## src/rtl/cpu_pipe_pkg.sv

```systemverilog
// cpu_pipe_pkg: shared pipeline widths, payload field indices and Tnew helper.
package cpu_pipe_pkg;

    localparam int DEF_TNEW_W = 2;
    localparam int DEF_ADDR_W = 5;

    localparam int FLD_INSTR = 0;
    localparam int FLD_RT    = 1;
    localparam int FLD_ALU   = 2;
    localparam int FLD_EXT   = 3;
    localparam int FLD_PC8   = 4;
    localparam int FLD_AUX   = 5;

    // Callers truncate the result back to their own Tnew width.
    function automatic logic [31:0] sat_dec(input logic [31:0] x);
        return (x == 32'd0) ? 32'd0 : x - 32'd1;
    endfunction

endpackage

```

## src/rtl/sat_counter.sv

```systemverilog
// sat_counter: saturating up-counter with synchronous clear and active-low reset.
module sat_counter #(
    parameter int W = 8
) (
    input  logic         clk,
    input  logic         reset,
    input  logic         inc,
    input  logic         clr,
    output logic [W-1:0] cnt
);

    always_ff @(posedge clk) begin
        if (!reset || clr)
            cnt <= '0;
        else if (inc && cnt != '1)
            cnt <= cnt + 1'b1;
    end

endmodule

```

## src/rtl/pipe_stage_reg.sv

```systemverilog
// pipe_stage_reg: inter-stage pipeline register with stall, flush, valid,
// Tnew tracking and a consecutive-stall counter.
module pipe_stage_reg #(
    parameter int NUM_FIELDS       = 6,
    parameter int FIELD_W          = 32,
    parameter int ADDR_W           = cpu_pipe_pkg::DEF_ADDR_W,
    parameter int TNEW_W           = cpu_pipe_pkg::DEF_TNEW_W,
    parameter bit DECR_ON_STALL    = 1'b0,
    parameter bit KEEP_PC_ON_FLUSH = 1'b1,
    parameter int CNT_W            = 8
) (
    input  logic                          clk,
    input  logic                          reset,
    input  logic                          stall,
    input  logic                          flush,
    input  logic                          in_valid,
    input  logic [NUM_FIELDS*FIELD_W-1:0] in_data,
    input  logic [ADDR_W-1:0]             in_wba,
    input  logic [TNEW_W-1:0]             in_tnew,
    input  logic [31:0]                   in_pc,
    output logic                          out_valid,
    output logic [NUM_FIELDS*FIELD_W-1:0] out_data,
    output logic [ADDR_W-1:0]             out_wba,
    output logic [TNEW_W-1:0]             out_tnew,
    output logic [31:0]                   out_pc,
    output logic [CNT_W-1:0]              stall_cnt
);

    import cpu_pipe_pkg::*;

    logic [TNEW_W-1:0] in_tnew_dec, out_tnew_dec;

    assign in_tnew_dec  = TNEW_W'(sat_dec(32'(in_tnew)));
    assign out_tnew_dec = TNEW_W'(sat_dec(32'(out_tnew)));

    always_ff @(posedge clk) begin
        if (!reset) begin
            out_valid <= 1'b0;
            out_data  <= '0;
            out_wba   <= '0;
            out_tnew  <= '0;
            out_pc    <= '0;
        end else if (flush) begin
            out_valid <= 1'b0;
            out_data  <= '0;
            out_wba   <= '0;
            out_tnew  <= '0;
            out_pc    <= KEEP_PC_ON_FLUSH ? in_pc : 32'd0;
        end else if (stall) begin
            if (DECR_ON_STALL)
                out_tnew <= out_tnew_dec;
        end else begin
            out_valid <= in_valid;
            out_data  <= in_data;
            out_pc    <= in_pc;
            // Bubbles never advertise a destination, so forwarding needs no valid check.
            out_wba   <= in_valid ? in_wba : '0;
            out_tnew  <= in_valid ? in_tnew_dec : '0;
        end
    end

    sat_counter #(.W(CNT_W)) u_stall_cnt (
        .clk   (clk),
        .reset (reset),
        .inc   (stall),
        .clr   (flush || !stall),
        .cnt   (stall_cnt)
    );

endmodule

```

## config.mk

```make
export PLATFORM = sky130hd
export DESIGN_NAME = pipe_stage_reg
export DESIGN_NICKNAME = d
export VERILOG_FILES = /design/src/rtl/cpu_pipe_pkg.sv /design/src/rtl/sat_counter.sv /design/src/rtl/pipe_stage_reg.sv
export SDC_FILE = /design/constraint.sdc
export NUM_CORES = 1
export LEC_CHECK = 0
export ABC_AREA = 1
export BUFFER_PORTS_ARGS = -buffer_cell sky130_fd_sc_hd__buf_4
export CELL_PAD_IN_SITES_DETAIL_PLACEMENT = 1
export CELL_PAD_IN_SITES_GLOBAL_PLACEMENT = 2
export CORE_MARGIN = 1.5
export CORE_UTILIZATION = 23
export CTS_CLUSTER_SIZE = 12
export DETAILED_ROUTE_END_ITERATION = 8
export MAX_ROUTING_LAYER = met4
export PLACE_DENSITY_LB_ADDON = 0.2
export RECOVER_POWER = 25
export SETUP_SLACK_MARGIN = 0.05
export SYNTH_ARGS = -nofsm -noshare
export SYNTH_HDL_FRONTEND = slang
export SYNTH_SLANG_ARGS = --single-unit
```

## constraint.sdc

```tcl
create_clock -name clk -period 1.5 [get_ports clk]
set_input_delay 0.3 -clock clk [delete_from_list [all_inputs] [get_ports clk]]
set_output_delay 0.3 -clock clk [all_outputs]
set_load 0.01 [all_outputs]
```

# Yosys cells after proc, flatten, opt, wreduce, memory -nomap -nowiden
# Index checks and enable logic that the tools add are counted.
[word_totals] register_bits=240 latch_bits=0 ramBits=0 mem_bits_ro=0 input_bits=236 out_inout_bits=240 elab_cells=23 memories=0
[op_classes] n_addsub=2 multipliers=0 div_mod_pow=0 n_lt_le_gt_ge=0 eq_ne=2 shifts=0 muxes=5 bitwise_logic=1 reduce_logical=7
[op_table] operator="32-bit two-way mux" n=2
[op_table] operator="8-bit by 1-bit adder with 8-bit output (second input constant)" n=1
[op_table] operator="8-bit != test (second input constant)" n=1
[op_table] operator="5-bit two-way mux" n=1
[op_table] operator="2-bit two-way mux" n=2
[op_table] operator="1-bit logical NOT" n=2
[op_table] operator="2-bit logical NOT" n=1
[op_table] operator="1-bit logical OR" n=2
[op_table] operator="2-bit by 1-bit != test with 1-bit output (second input constant)" n=1
[op_table] operator="2-bit OR reduction" n=1
[op_table] operator="2-bit by 1-bit subtractor with 2-bit output (second input constant)" n=1
[op_table] operator="1-bit logical AND" n=1
[op_table] operator="1-bit NOT" n=1

# Longest topological paths before layout
[logic_depth] word_depth=3 depth_mapped=8 depth_no_buf=7

# Modules after synthesis
# From an unflattened synthesis, not the netlist that was laid out.
[hier_totals] hier_cells=1083 area_unflattened_um2=8381.8
[by_module_without_submodules] mod="pipe_stage_reg" n_inst=1 cells_each=1012 area_per_inst_um2=7925.1
[by_module_without_submodules] mod="sat_counter" n_inst=1 cells_each=71 area_per_inst_um2=456.7

# Least setup slack after synthesis
# Ideal clock, no wire load.
[synth_timing] path_kind="flip-flop to flip-flop" start="reg u_stall_cnt.cnt[0]" end="reg u_stall_cnt.cnt[5]" arrival_ns=1.195 required_time_ns=1.430 slack_ns=0.235 path_stages_with_launch=9 path_buffers=1 synth_period_minus_slack_ns=1.265 cell_sequence="dfxtp_1 > ha_1 > nand2_2 > nor2_2 > nand2_1 > buf_6 > nand2_1 > nand2_1 > a21oi_1"
[synth_via] elab_chain_len=2
[synth_rtl] element="from (decl)" line="sat_counter.sv:9" rtl="output logic [W-1:0] cnt"
[synth_rtl] element="from (signal assigned)" line="sat_counter.sv:16" rtl="cnt <= cnt + 1'b1;"
[synth_rtl] element="branches (longest 2 deep; another with 8-bit by 1-bit adder with 8-bit output)"
# Several ways; the timed one is not identified.
# A chain may end at the register's enable or synchronous reset.

# Worst setup path after layout
[layout_timing] start="reg u_stall_cnt.cnt[1]" end="out stall_cnt[1]"
[layout_lines] element="to (decl)" line="pipe_stage_reg.sv:26" rtl="output logic [CNT_W-1:0] stall_cnt"
# No word-level cell between the ends.

==> metrics.yaml <==
status:
  status: "finished clean"
hold_path:
  hold_depth: 3
  hp-start: "in_data[70]"
  hold_end: "out_data[70]"
  hp-class: "primary input to register"
sta:
  clock_skew_ns: 0.00194
  slew_headroom: 0.156
  hold_viol_final: 0
  tns_ns: 0
  hold_ws_ns: 0.0304
  drv_slew: 0
  finalCritPeriodShare: 0.935
  setup_viol_count_final: 0
  final.min_clock_period_ns: 1.40
  rsz0062_at_grt: "true"
  max_freq_mhz: 713
  worst_pin_slew_ns: 1.27
  setup_slack_ns: 0.0977
logic_synthesis:
  synth_top_area_cell: "dfxtp_1"
  synthTopCellsByArea: "dfxtp_1, nand2_1, a21oi_1, nor2_1, buf_4"
  ys_seq_elements: 240
  synth_top_area_frac: 0.565
  syn-num-nets: 1311
  postSynthCellCount: 1074
  seq_area_frac_synth: 0.565
  ys_types: 20
  avgSynthCellArea_um2: 7.92
  synth_warnings: 0
  syn_area_um2: 8510
worst_setup_path:
  r2r_start: "u_stall_cnt.cnt[0]"
  cp.required_ns: 1.20
  reg2regPathDepth: 7
  cp.arrival_ns: 1.10
  endpoint_kind: "primary output"
  crit_fanout: 3
  path_class: "register to primary output"
  r2r_setup_slack_ns: 0.24
  cp-start-kind: "register"
  rr_endpoint: "u_stall_cnt.cnt[5]"
clock_network:
  clk_pin_slew_ns: 0.06
  clock_latency_ns: 0.55
  cts_max_path_buffers: 3
  h-tree-depth: 1
  cts_tree: "done"
  clock-root-buffer: "clkbuf_16"
  cts_buffers: 29
  cts_sinks: 240
place:
  pre_cts_ws_ns: 0.116
  gp_congestion: 0.776
  placed_cell_area_um2: 12600
  place_hpwl_mm: 25.1
  portBuffers: 475
drt:
  antenna_left: 0
  highest_layer: "met4"
  wire_per_inst_um: 16.0
  drtIter0Drc: 316
  post-route-drc-count: 0
  wl_mm: 36.0
  wl_met3_mm: 2.47
  avgViaCountPerCell: 4.27
  vias: 9588
  first_pass_iters: 4
  met2_length_mm: 17.7
  met1_length_mm: 14.7
floorplanning:
  fp-row-count: 70
  ioPinCount: 476
  die_w_um: 195
  die_h_um: 195
  die_area_um2: 38200
  fp.coreArea_um2: 36500
  start_util: 0.233
finish:
  fin_area_um2: 15600
  layout-drive-gt1-share: 0.320
  nFillCells: 4366
  area_growth_pct: 83.7
  finalNetCount: 1992
global_route:
  antenna_found_initial: 2
  grt_pass1_wl_mm: 55.6
  grt_pass1_vias: 10200
  grt_max_degree: 103
  track_usage: 0.188
  overflow: 0
run:
  maxCapViolCount: 0
pwr:
  p_leak_nw: 7.00
  max-vdd-ir-drop_uv: 908
  p_per_area_nw_per_um2: 1010
==> worst max-delay path, cell delays in order, from the launching register on <==
cell and delay (ns):
dfxtp_2 0.32, buf_6 0.11, buf_6 0.12
==> Yosys cell counts <==
cell type and instances:
a21oi_1 199, buf_2 22, buf_4 30, buf_6 12, clkbuf_1 10, dfxtp_1 240, ha_1 1, inv_1 15
inv_2 1, inv_4 1, nand2_1 418, nand2_2 3, nand3_1 4, nand3_2 1, nand3b_1 2, nor2_1 71
nor2_2 1, nor3_1 3, o21ai_0 39, o31ai_1 1
==> flip-flops by register name, summed over array words and instances, names as in the netlist <==
| register | count |
|---|---|
| out_tnew | 2 |
| out_data | 192 |
| u_stall_cnt.cnt | 8 |
| out_pc | 32 |
| out_wba | 5 |
| out_valid | 1 |
==> cell type report <==
class | count | area (um2) | area share
repair buffers | 724 | 6100 | 0.390
inverters | 17 | 68.8 | 0.00440
clock buffers | 46 | 870 | 0.0556
diodes | 2 | 5.00 | 0.000320
clock inverters | 6 | 57.6 | 0.00368
flip-flops and latches | 240 | 4810 | 0.308
multi-input cells | 743 | 3130 | 0.200
well taps | 468 | 586 | 0.0375
==> power by group <==
group          total, mW  switching [mW]  internal, mW  leakage [nW]
sequential          6.73           0.119          6.61          1.96
clock               6.89            2.78          4.11         0.455
combinational       2.22           0.958          1.27          4.58
==> layout by cell type, fill, tap and decap left out, drive strengths merged <==
cell,netlist,final
a21oi,199,199
clkinvlp,0,1
ha,1,1
nand3,5,5
o31ai,1,1
clkbuf,10,54
dlygate4sd3,0,210
nand3b,2,2
diode,0,2
bufinv,0,1
clkinv,0,4
nand2,421,421
dfxtp,240,240
buf,64,506
nor3,3,3
nor2,72,72
o21ai,39,39
inv,17,17
==> worst max-delay path by stage <==
stage,to,start
after floorplan,u_stall_cnt.cnt[5],u_stall_cnt.cnt[0]
after global placement,u_stall_cnt.cnt[6],u_stall_cnt.cnt[0]
after detailed placement,out_data[189],stall
after CTS,stall_cnt[1],u_stall_cnt.cnt[1]
after global routing,u_stall_cnt.cnt[5],u_stall_cnt.cnt[0]
final,stall_cnt[1],u_stall_cnt.cnt[1]
==> timing repair <==
action                                  in CTS  in global routing
buffers inserted                             2                  0
endpoints found under the setup margin       6                  9
resized for setup                           11                  3
hold buffers                               210                  0
hold endpoints to repair                   209                  0
==> per-layer routing <==
metal	GRT usage	up-vias
li1	-	4786
met1	0.213	4434
met2	0.322	309
met3	0.0516	59
met4	0.0597	0
met5	-	-
==> cell families after synthesis <==
kind of cell / Yosys count / share of synthesized area
AO/OA/AOI/OAI: 239 / 0.141
flip-flops: 240 / 0.565
buffers and inverters: 91 / 0.0675
adder cells (fa/ha/maj): 1 / 0.00147
AND/OR/NAND/NOR: 503 / 0.226
==> metrics by stage <==
| step | utilization | cells | total power [mW] |
|---|---|---|---|
| 2_1_floorplan | - | 1074 | 7.56 |
| 3_3_place_gp | 0.345 | 1982 | 8.63 |
| 3_5_place_dp | 0.345 | 1982 | 8.65 |
| 4_1_cts | 0.429 | 2244 | 16.1 |
| 5_1_grt | 0.428 | 2246 | 16.6 |
| 6_report | 0.428 | 2246 | 15.8 |
Note: power is estimated with default switching activity, not from simulation.
